### src/rtl/vga_pkg.sv
// ---------------------------------------------------------------------------
// vga_pkg
// Definitions shared by the VGA picture path: screen and sprite geometry,
// the sprite mover state enum, and the per-axis direction code with the
// helper that derives it from a pair of opposing buttons.
// ---------------------------------------------------------------------------
package vga_pkg;

    localparam int H_VALID = 640;   // active pixels per line
    localparam int V_VALID = 480;   // active lines per frame
    localparam int PIC_W   = 100;   // sprite width
    localparam int PIC_H   = 100;   // sprite height

    typedef enum logic {
        IDLE = 1'b0,
        MOVE = 1'b1
    } state_e;

    // Direction of travel along one axis.
    typedef enum logic [1:0] {
        DIR_NONE = 2'b00,
        DIR_POS  = 2'b01,
        DIR_NEG  = 2'b10
    } dir_e;

    // Opposing buttons cancel: both held or neither held means no motion.
    function automatic dir_e net_dir(input logic pos_btn, input logic neg_btn);
        dir_e d;
        case ({pos_btn, neg_btn})
            2'b10:   d = DIR_POS;
            2'b01:   d = DIR_NEG;
            default: d = DIR_NONE;
        endcase
        return d;
    endfunction

endpackage

### src/rtl/axis_step_clamp.sv
// ---------------------------------------------------------------------------
// axis_step_clamp
// Next position along one axis: moves pos_i by step_i in direction dir_i and
// clamps the result to [0, max_i].  Arithmetic carries one extra bit so an
// increment past max_i is detected instead of wrapping.
//   pos_i   current position
//   dir_i   DIR_POS / DIR_NEG / DIR_NONE
//   step_i  pixels to move
//   max_i   largest legal position
//   next_o  clamped next position (combinational)
// ---------------------------------------------------------------------------
module axis_step_clamp
    import vga_pkg::*;
#(
    parameter int POS_W = 10
) (
    input  logic [POS_W-1:0] pos_i,
    input  logic [1:0]       dir_i,
    input  logic [POS_W-1:0] step_i,
    input  logic [POS_W-1:0] max_i,
    output logic [POS_W-1:0] next_o
);

    logic [POS_W:0] sum_s;

    assign sum_s = {1'b0, pos_i} + {1'b0, step_i};

    // Step and clamp according to direction.
    always_comb begin
        next_o = pos_i;
        case (dir_i)
            DIR_POS: begin
                if (sum_s > {1'b0, max_i}) begin
                    next_o = max_i;
                end else begin
                    next_o = sum_s[POS_W-1:0];
                end
            end
            DIR_NEG: begin
                if (pos_i < step_i) begin
                    next_o = {POS_W{1'b0}};
                end else begin
                    next_o = pos_i - step_i;
                end
            end
            default: next_o = pos_i;
        endcase
    end

endmodule

### src/rtl/sprite_move_ctrl.sv
// ---------------------------------------------------------------------------
// sprite_move_ctrl
// Per-frame sprite position controller.  Buttons are synchronized into the
// pixel clock domain; the sprite position, acceleration counter and IDLE/MOVE
// state change only on the last active pixel of each frame so the picture
// never tears.  Movement accelerates while any direction is held and is
// clamped so the sprite stays entirely on screen.
// Ports:
//   vga_clk, sys_rst        pixel clock, asynchronous active-high reset
//   pix_x, pix_y            current pixel from the timing generator
//   btn_up/down/left/right  direction buttons (asynchronous)
//   btn_home                return to centre (asynchronous)
//   x_move, y_move          registered sprite top-left corner
//   frame_tick              one-cycle pulse with each position update
//   moving                  high while in MOVE
// ---------------------------------------------------------------------------
module sprite_move_ctrl
    import vga_pkg::*;
#(
    parameter int H_VALID      = vga_pkg::H_VALID,
    parameter int V_VALID      = vga_pkg::V_VALID,
    parameter int PIC_W        = vga_pkg::PIC_W,
    parameter int PIC_H        = vga_pkg::PIC_H,
    parameter int HOME_X       = (H_VALID - PIC_W) / 2,
    parameter int HOME_Y       = (V_VALID - PIC_H) / 2,
    parameter int MAX_STEP     = 4,
    parameter int ACCEL_FRAMES = 8
) (
    input  logic        vga_clk,
    input  logic        sys_rst,
    input  logic [11:0] pix_x,
    input  logic [11:0] pix_y,
    input  logic        btn_up,
    input  logic        btn_down,
    input  logic        btn_left,
    input  logic        btn_right,
    input  logic        btn_home,
    output logic [9:0]  x_move,
    output logic [9:0]  y_move,
    output logic        frame_tick,
    output logic        moving
);

    localparam int X_MAX    = H_VALID - PIC_W;
    localparam int Y_MAX    = V_VALID - PIC_H;
    localparam int HOLD_MAX = (MAX_STEP - 1) * ACCEL_FRAMES;
    localparam int HOLD_W   = (HOLD_MAX > 0) ? $clog2(HOLD_MAX + 1) : 1;
    // ACCEL_FRAMES is a power of two, so the divide is a shift.
    localparam int ACCEL_SH = $clog2(ACCEL_FRAMES);

    // Synchronizer bit order: {home, right, left, down, up}.
    logic [4:0]        btn_meta_q;
    logic [4:0]        btn_sync_q;

    state_e            state_q;
    logic [9:0]        x_q;
    logic [9:0]        y_q;
    logic [HOLD_W-1:0] hold_q;
    logic              frame_tick_q;
    logic              moving_q;

    logic              tick_s;
    logic              home_s;
    logic [1:0]        dir_x_s;
    logic [1:0]        dir_y_s;
    logic              any_dir_s;
    logic [9:0]        step_s;
    logic [HOLD_W-1:0] hold_inc_s;
    logic [9:0]        x_next_s;
    logic [9:0]        y_next_s;

    // Two-flop synchronizers for all five buttons.
    always_ff @(posedge vga_clk or posedge sys_rst) begin
        if (sys_rst) begin
            btn_meta_q <= 5'b00000;
            btn_sync_q <= 5'b00000;
        end else begin
            btn_meta_q <= {btn_home, btn_right, btn_left, btn_down, btn_up};
            btn_sync_q <= btn_meta_q;
        end
    end

    // Last active pixel of the frame is the single update point.
    assign tick_s = (pix_x == 12'(H_VALID - 1)) && (pix_y == 12'(V_VALID - 1));

    assign home_s    = btn_sync_q[4];
    assign dir_x_s   = net_dir(btn_sync_q[3], btn_sync_q[2]);
    assign dir_y_s   = net_dir(btn_sync_q[1], btn_sync_q[0]);
    // A cancelled axis still counts as held when the other axis moves.
    assign any_dir_s = (dir_x_s != DIR_NONE) || (dir_y_s != DIR_NONE);

    // Step uses the counter value from before this tick.
    assign step_s     = 10'd1 + 10'(hold_q >> ACCEL_SH);
    assign hold_inc_s = (hold_q == HOLD_W'(HOLD_MAX)) ? hold_q : hold_q + HOLD_W'(1);

    axis_step_clamp #(.POS_W(10)) u_x_axis (
        .pos_i  (x_q),
        .dir_i  (dir_x_s),
        .step_i (step_s),
        .max_i  (10'(X_MAX)),
        .next_o (x_next_s)
    );

    axis_step_clamp #(.POS_W(10)) u_y_axis (
        .pos_i  (y_q),
        .dir_i  (dir_y_s),
        .step_i (step_s),
        .max_i  (10'(Y_MAX)),
        .next_o (y_next_s)
    );

    // Mover FSM with position, acceleration counter and registered outputs.
    always_ff @(posedge vga_clk or posedge sys_rst) begin
        if (sys_rst) begin
            state_q      <= IDLE;
            x_q          <= 10'(HOME_X);
            y_q          <= 10'(HOME_Y);
            hold_q       <= HOLD_W'(0);
            frame_tick_q <= 1'b0;
            moving_q     <= 1'b0;
        end else begin
            frame_tick_q <= tick_s;
            if (tick_s) begin
                case (state_q)
                    IDLE: begin
                        if (!home_s && any_dir_s) begin
                            state_q <= MOVE;
                        end else begin
                            state_q <= IDLE;
                        end
                    end
                    MOVE: begin
                        if (home_s || !any_dir_s) begin
                            state_q <= IDLE;
                        end else begin
                            state_q <= MOVE;
                        end
                    end
                    default: state_q <= IDLE;
                endcase

                // Home wins over any direction.
                if (home_s) begin
                    x_q      <= 10'(HOME_X);
                    y_q      <= 10'(HOME_Y);
                    hold_q   <= HOLD_W'(0);
                    moving_q <= 1'b0;
                end else if (any_dir_s) begin
                    x_q      <= x_next_s;
                    y_q      <= y_next_s;
                    hold_q   <= hold_inc_s;
                    moving_q <= 1'b1;
                end else begin
                    hold_q   <= HOLD_W'(0);
                    moving_q <= 1'b0;
                end
            end
        end
    end

    assign x_move     = x_q;
    assign y_move     = y_q;
    assign frame_tick = frame_tick_q;
    assign moving     = moving_q;

endmodule

### config.mk
export PLATFORM = sky130hd
export DESIGN_NAME = sprite_move_ctrl
export DESIGN_NICKNAME = d
export VERILOG_FILES = /design/src/rtl/vga_pkg.sv /design/src/rtl/axis_step_clamp.sv /design/src/rtl/sprite_move_ctrl.sv
export SDC_FILE = /design/constraint.sdc
export NUM_CORES = 1
export LEC_CHECK = 0
export ABC_CLOCK_PERIOD_IN_PS = 2600
export CORE_MARGIN = 1
export CORE_UTILIZATION = 40
export DETAILED_ROUTE_END_ITERATION = 8
export PLACE_DENSITY = 0.66
export SLEW_MARGIN = 20
export SYNTH_ARGS = -nofsm -noshare
export SYNTH_HDL_FRONTEND = slang
export SYNTH_SLANG_ARGS = --single-unit
### constraint.sdc
create_clock -name vga_clk -period 2.6 [get_ports vga_clk]
set_input_delay 0.39 -clock vga_clk [delete_from_list [all_inputs] [get_ports vga_clk]]
set_output_delay 0.39 -clock vga_clk [all_outputs]
set_load 0.01 [all_outputs]
; Word-level counts from Yosys, hierarchy flattened
; Cells that the tools add are included.
[classes]
n_addsub = 6
order_cmp = 4
n_eq_ne = 12
muxes = 17
reduce_logical = 10
[op_table]
columns = op, count
row1 = two-way mux 10 bit, 8
row2 = case mux 10 bit (2 select lines), 2
row3 = adder 10 x 3 -> 11 bit, 2
row4 = < comparator 10 x 3 -> 1 bit, 2
row5 = subtractor 10 x 3 -> 10 bit, 2
row6 = two-way mux 5 bit, 3
row7 = "== test 12 x 10 -> 1 bit, second input constant", 1
row8 = "== test 12 x 9 -> 1 bit, second input constant", 1
row9 = "greater-than comparator 11 x 10 -> 1 bit, second input constant", 1
row10 = "greater-than comparator 11 x 9 -> 1 bit, second input constant", 1
row11 = "== test 2 x 1 -> 1 bit, second input constant", 4
row12 = "== test 2 bit, second input constant", 4
row13 = case mux 2 bit (2 select lines), 2
row14 = AND reduction 3 bit, 2
row15 = nonzero test 2 bit, 3
row16 = nonzero test 3 bit, 2
row17 = "adder 5 x 1 -> 5 bit, second input constant", 1
row18 = "== test 5 bit, second input constant", 1
row19 = "adder 1 x 2 -> 3 bit, first input constant", 1
row20 = "inequality test 3 bit, second input constant", 1
row21 = two-way mux 1 bit, 2
row22 = AND reduction 2 bit, 1
row23 = logical AND 1 bit, 1
row24 = logical OR 1 bit, 1
[word_totals]
regBits = 37
input_bits = 31
output_inout_bits = 22

; Logic depth before layout (Yosys ltp)
[depth]
ltp_word = 7
ltp_mapped = 11
depth_no_buf = 11

; Hierarchy
; Synthesis repeated with hierarchy kept, for this count alone.
[unflattened]
cells_unflattened = 556
area_unflattened_um2 = 4654.5
[by_module_without_submodules]
columns = mod, instances, cells_per_inst, area_each_um2, seq_area_each_um2
row1 = sprite_move_ctrl, 1, 134, 1635.3, 938.4
row2 = axis_step_clamp at u_y_axis, 1, 208, 1519.0, 0.0
row3 = axis_step_clamp at u_x_axis, 1, 214, 1500.2, 0.0

; Worst setup path after synthesis
; No wires, ideal clock.
[synth_path]
path_type = reg2reg
start = register hold_q[3]
end = register y_q[0], in the netlist y_move[0]
t_arrival_ns = 2.790
required_ns = 2.505
slack_ns = -0.285
stages_incl_launch_ff = 11
path_buffers = 0
period_less_slack_ns = 2.885
cell_sequence = dfrtp_1 -> ha_1 -> inv_1 -> fa_1 -> o21bai_1 -> and4_1 -> xnor2_1 -> o311ai_1 -> mux2i_2 -> a21oi_1 -> o32ai_2
[synth_between]
elab_chain_cells = 7
word_cells_on_any_way = 10
classes_between = add/sub: 3 / order compare: 2 / mux: 5
[synth_rtl]
columns = item, line_no
row1 = from (decl), sprite_move_ctrl.sv:58  ; logic [HOLD_W-1:0] hold_q;
row2 = from (signal assigned), sprite_move_ctrl.sv:151  ; hold_q <= hold_inc_s;
row3 = adder 1 x 2 -> 3 bit *, sprite_move_ctrl.sv:93  ; assign step_s = 10'd1 + 10'(hold_q >> ACCEL_SH);
row4 = adder 10 x 3 -> 11 bit, axis_step_clamp.sv:26  ; assign sum_s = {1'b0, pos_i} + {1'b0, step_i};
row5 = greater-than comparator 11 x 9 -> 1 bit, axis_step_clamp.sv:33  ; if (sum_s > {1'b0, max_i}) begin
row6 = two-way mux 10 bit, axis_step_clamp.sv:33
row7 = case mux 10 bit (2 select lines) *, axis_step_clamp.sv:31  ; case (dir_i)
row8 = two-way mux 10 bit *, sprite_move_ctrl.sv:148  ; end else if (any_dir_s) begin
row9 = two-way mux 10 bit *, sprite_move_ctrl.sv:143  ; if (home_s) begin
row10 = to (signal assigned), sprite_move_ctrl.sv:117  ; y_q <= 10'(HOME_Y);
row11 = to (signal assigned), sprite_move_ctrl.sv:145  ; y_q <= 10'(HOME_Y);
row12 = to (signal assigned), sprite_move_ctrl.sv:150  ; y_q <= y_next_s;
row13 = to (decl), sprite_move_ctrl.sv:57  ; logic [9:0] y_q;
; Mark *: on every way between the ends. The rest lies on a longest branch, timed or not. The select of a mux whose other input is x is not followed.
; A chain may end at the register's enable or synchronous reset.

; Worst setup path after layout
[layout_path]
start = register hold_q[4]
end = register x_q[6], in the netlist x_move[6]
[layout_between]
elab_chain_cells = 7
word_cells_on_any_way = 10
classes_between = add/sub: 3 / order compare: 2 / mux: 5
[layout_rtl]
columns = item, line_no
row1 = adder 1 x 2 -> 3 bit *, sprite_move_ctrl.sv:93
row2 = adder 10 x 3 -> 11 bit, axis_step_clamp.sv:26
row3 = greater-than comparator 11 x 10 -> 1 bit, axis_step_clamp.sv:33
row4 = two-way mux 10 bit, axis_step_clamp.sv:33
row5 = case mux 10 bit (2 select lines) *, axis_step_clamp.sv:31
row6 = two-way mux 10 bit *, sprite_move_ctrl.sv:148
row7 = two-way mux 10 bit *, sprite_move_ctrl.sv:143
row8 = to (signal assigned), sprite_move_ctrl.sv:116  ; x_q <= 10'(HOME_X);
row9 = to (signal assigned), sprite_move_ctrl.sv:144  ; x_q <= 10'(HOME_X);
row10 = to (signal assigned), sprite_move_ctrl.sv:149  ; x_q <= x_next_s;
row11 = to (decl), sprite_move_ctrl.sv:56  ; logic [9:0] x_q;
; Marked as above.

==> impl.org <==
** Synth
- The biggest area contributor in the post-synthesis netlist is dfrtp_1.
- Number of enable flip-flop cells after synthesis :: 0
- Area share of and/or/nand/nor cells after synthesis :: 21.6%
- Number of standard cells after synthesis :: 342
- Flops & latches, synth :: 37
- Average cell area after synthesis :: 8.59 µm²
- Post-synthesis share of cell area spent on full adders, half adders and majority gates :: 10.8%
- Yosys mapped the design onto 65 distinct sky130hd cell types.
- The cell area that synthesis handed to floorplanning was 0.00294 mm².
- Sequential elements use 31.9% of the synthesized area.
- During synthesis, Yosys emitted a total of 0 warnings.
- Share of Yosys cell area claimed by the top area cell type :: 23.0%
- After Yosys synthesis, XOR and XNOR cells account for 3.58% of the synthesized area.
- Post-synth top cells :: 27 x dfrtp_1, 25 x inv_1, 25 x nand2_1
- After synthesis, the share of flip-flops with an asynchronous set or reset is 100%.
- Synth Flop Type :: dfrtp_1
- Most area-consuming cells after synthesis :: dfrtp_1 23%, dfstp_2 8.9%, ha_1 8.1%
- Most common cell in the netlist :: dfrtp_1
- Share of the synthesized area in compound gates (AO/OA/AOI/OAI) :: 25.1%
- When the netlist entered floorplanning its net count stood at 396.
- Mux cell area share after synthesis :: 1.49%
- Main combinational cell family by area after synthesis :: compound AO/OA/AOI/OAI gates

** Detailed routing
- After detailed routing, the average wire length per cell comes to 17.1 µm.
- Using the TritonRoute via totals, the vias-per-cell ratio works out to 5.71.
- Post-route antenna net violation count :: 0
- Number of optimization iterations in the first detailed-route pass :: 4
- Detailed Route Iter0 Violations :: 235
- After detailed routing, the number of remaining DRC violations is 0.
- After detailed routing, the total wire length is 9380 µm.
- Overall via count from detail_route :: 3121

** Worst hold path
- The worst hold path was traced through 0 stages.
- Hold Crit Class :: reg -> reg
- Startpoint of the worst hold path :: btn_meta_q[4]
- WHS Endpoint :: btn_sync_q[4]

** STA
- Final setup slack of the worst path :: -0.148 ns
- Hold Vio Cnt, Final :: 0
- Final worst path period share :: 106%
- The worst path in the final design needs a cycle of 2.75 ns, including I/O delays and setup.
- Setup repair after global routing could not meet its margin everywhere.
- On the final layout, the worst clock skew is 0.0129 ns.
- The final-report max-slew violation count is 0.
- Based on the critical path, the design can be clocked at up to 364 MHz.
- Headroom to the max-slew limit came out at 32.7%.
- Setup violations remaining at the end of the flow were counted as 16.
- Slew at the pin closest to its max-slew limit :: 1.00 ns

** Setup path
- Maximum fanout along the worst path :: 7
- Reg-to-reg slack, setup :: -0.15 ns
- WP data arrival :: 2.96 ns
- Counting cells, the worst reg-to-reg path comes to 11.
- The critical path contains buffers and inverters numbering 2 combined.
- Cell breakdown of the critical path :: ha_4 -> buf_4 -> ha_1 -> a211o_1 -> a31oi_1 -> a32o_2 -> a31oi_4 -> o31ai_2 -> buf_4 -> nand3_1 -> a31oi_1
- Worst path slowest cell :: dfrtp_1
- STA classifies the critical path endpoint as a flip-flop.
- The setup path with the least slack is of type reg -> reg.
- Critical register-to-register path endpoint :: x_move[6]
- Worst Setup Start Kind :: flip-flop
- CP top delay family :: compound AO/OA/AOI/OAI gates
- In this run the critical register-to-register path is launched from hold_q[4].
- Data required time of the worst path :: 2.81 ns
- The largest single stage delay on the critical path is 0.42 ns.

** Power and ir drop
- Net switching power :: 0.290 mW
- In this run switching power makes up 23.2% of total power.
- Largest voltage drop on the vdd net :: 0.199 mV
- Sequential power share :: 47.0%
- Relative contribution of the clock network to total power :: 43.5%
- Total Power :: 1.25 mW
- Cell internal power was estimated by the tool at 0.959 mW.
- For this design the static power due to leakage is 1.89 nW.
- Power spread over the standard cell area amounts to 273 mW/mm².
- Combinational Power Share :: 9.5%

** Global routing
- First-pass GRT wire length :: 14300 µm
- Global-route usage over all layers :: 24.2%
- The via count of the first global-routing pass is 2913.
- GR Overflow Total :: 0
- The number of antenna violations at the first check in global routing came to 0.
- Maximum number of pins on one net before global-route repair :: 38

** Placement
- Final RePlAce weighted congestion :: 0.904
- Instance area after placement :: 0.00403 mm²
- Detailed-placement wirelength estimate :: 6390 µm
- Placed Instances :: 528
- Buffers placed on the I/O ports in this run total 52.

** Cells and area
- The finished cells cover 0.00457 mm².
- After filler insertion, the fill cell instance count of the layout stands at 529.
- In the final design database the tool counted 504 nets.
- Relative to the synthesized area, the layout overhead comes to 55.4%.
- Post-layout utilization of the core :: 65.8%
- Of the cells placed in the final design, the portion with a size suffix greater than 1 is 32.8%.
- 0 antenna diodes ended up in the layout.
- Non-Filler Instances :: 547

** Floorplanning
- Horizontal die dimension :: 87.7 µm
- Effective utilization at floorplan :: 42.3%
- Measured along the y axis, the die boundary spans 87.7 µm.
- The die covers 0.00769 mm².
- Pin placement for this block handled 53 I/O pins.
- Number of cell rows :: 30
- Area inside the core boundary :: 0.00694 mm²

** Run status
- Failing checks :: setup timing
- Run status :: finished, violations left

** Clock tree
- The tree built by TritonCTS fans out to 37 sinks.
- CTS clock-pin slew for the worst setup and hold paths :: 0.08 ns
- TritonCTS clock tree :: done
- In this run the number of H-tree levels came out at 2.
- Number of buffers added by the clock tree synthesis step :: 5
- Cell at the root of the clock tree :: clkbuf_8
- After clock tree synthesis, the flow added hold-fix buffers numbering 0.
- The later pin in the worst-skew pair is clocked with a latency of 0.30 ns.
- Deepest clock path buffer count :: 2

** Run
- Number of max-cap violations :: 0
flip-flops by register name, summed over array words and instances, names as in the netlist:
signal and cells:
btn_meta_q 5, btn_sync_q 5, frame_tick 1, hold_q 5, moving 1, x_move 10, y_move 10
cells in the final DEF (no fill, tap or decap), types with 7 or more instances in the layout:
cell,Yosys,layout
buf_4,1,58
nand2_1,25,21
inv_1,25,21
dfrtp_1,27,27
dfstp_2,10,10
nor2_1,24,23
ha_1,19,14
clkdlybuf4s50_1,0,52
a21oi_1,20,15
o21ai_0,10,8
o21ai_1,9,11
buf_6,0,7
nand3_1,13,10
power groups by stage:
| stage | clock (mW) | combinational (mW) | sequential (mW) |
|---|---|---|---|
| finish | 0.543 | 0.119 | 0.587 |
| global route | 0.580 | 0.130 | 0.588 |
| CTS | 0.559 | 0.114 | 0.587 |
| detailed placement | 0 | 0.113 | 0.598 |
| global placement | 0 | 0.111 | 0.597 |
| floorplan | 0 | 0.0471 | 0.597 |
metal layers:
metal / global-route usage [%] / up-vias / share of wire [%]
met1: 33.7 / 1504 / 44
met5: 0 / - / 0
li1: - / 1473 / -
met3: 4.15 / 14 / 7.8
met4: 5.51 / 0 / 1.3
met2: 39.1 / 130 / 47
worst max path at each step:
stage	from	endpoint	slack (ns)	depth (start not counted)
CTS	hold_q[4]	y_move[6]	-0.13	10
floorplan	hold_q[3]	y_move[3]	-0.06	11
finish	hold_q[4]	x_move[6]	-0.15	11
detailed placement	hold_q[4]	y_move[3]	-0.14	10
global route	hold_q[3]	y_move[3]	-0.30	11
global placement	hold_q[4]	y_move[3]	-0.10	10
area by class of cell:
| class | count | area (µm²) | area share [%] |
|---|---|---|---|
| well taps | 96 | 120 | 2.63 |
| inverters | 26 | 105 | 2.30 |
| multi-input cells | 263 | 2250 | 49.2 |
| clock inverters | 2 | 37.5 | 0.822 |
| clock buffers | 6 | 82.6 | 1.81 |
| repair buffers | 117 | 1030 | 22.7 |
| flip-flops and latches | 37 | 938 | 20.5 |
stage by stage:
stage	setup TNS (ns)	hold slack (ns)	setup slack [ns]
floorplan	-0.189	0.331	-0.0560
global placement	-0.806	0.332	-0.104
detailed placement	-1.26	0.335	-0.143
CTS	-0.848	0.353	-0.135
global route	-3.80	0.359	-0.297
finish	-1.42	0.352	-0.148
logic make-up (layout without fill, tap and decap cells):
group                      Yosys count  after routing
xor gates and xnor gates            12             12
buffers and inverters               42            151
and+or+nand+nor                    120            120
adders and majority gates           23             23
muxes                                4              4
AOI/OAI and AO/OA                  104            104
DFF                                 37             37
what timing repair did:
| action | 4_1_cts | 5_1_grt |
|---|---|---|
| cloned | 0 | 0 |
| gates resized for setup | 26 | 39 |
| endpoints found under the setup margin | 18 | 19 |
| pin swaps | 27 | 32 |
| buffers inserted | 7 | 4 |
worst register-to-register path, cell delays in order (launching register included):
cell and delay, ns:
dfrtp_1 0.42, ha_4 0.29, buf_4 0.15, ha_1 0.33, a211o_1 0.32, a31oi_1 0.19
a32o_2 0.19, a31oi_4 0.11, o31ai_2 0.19, buf_4 0.21, nand3_1 0.10, a31oi_1 0.15
Power figures use the tool's default switching activity.
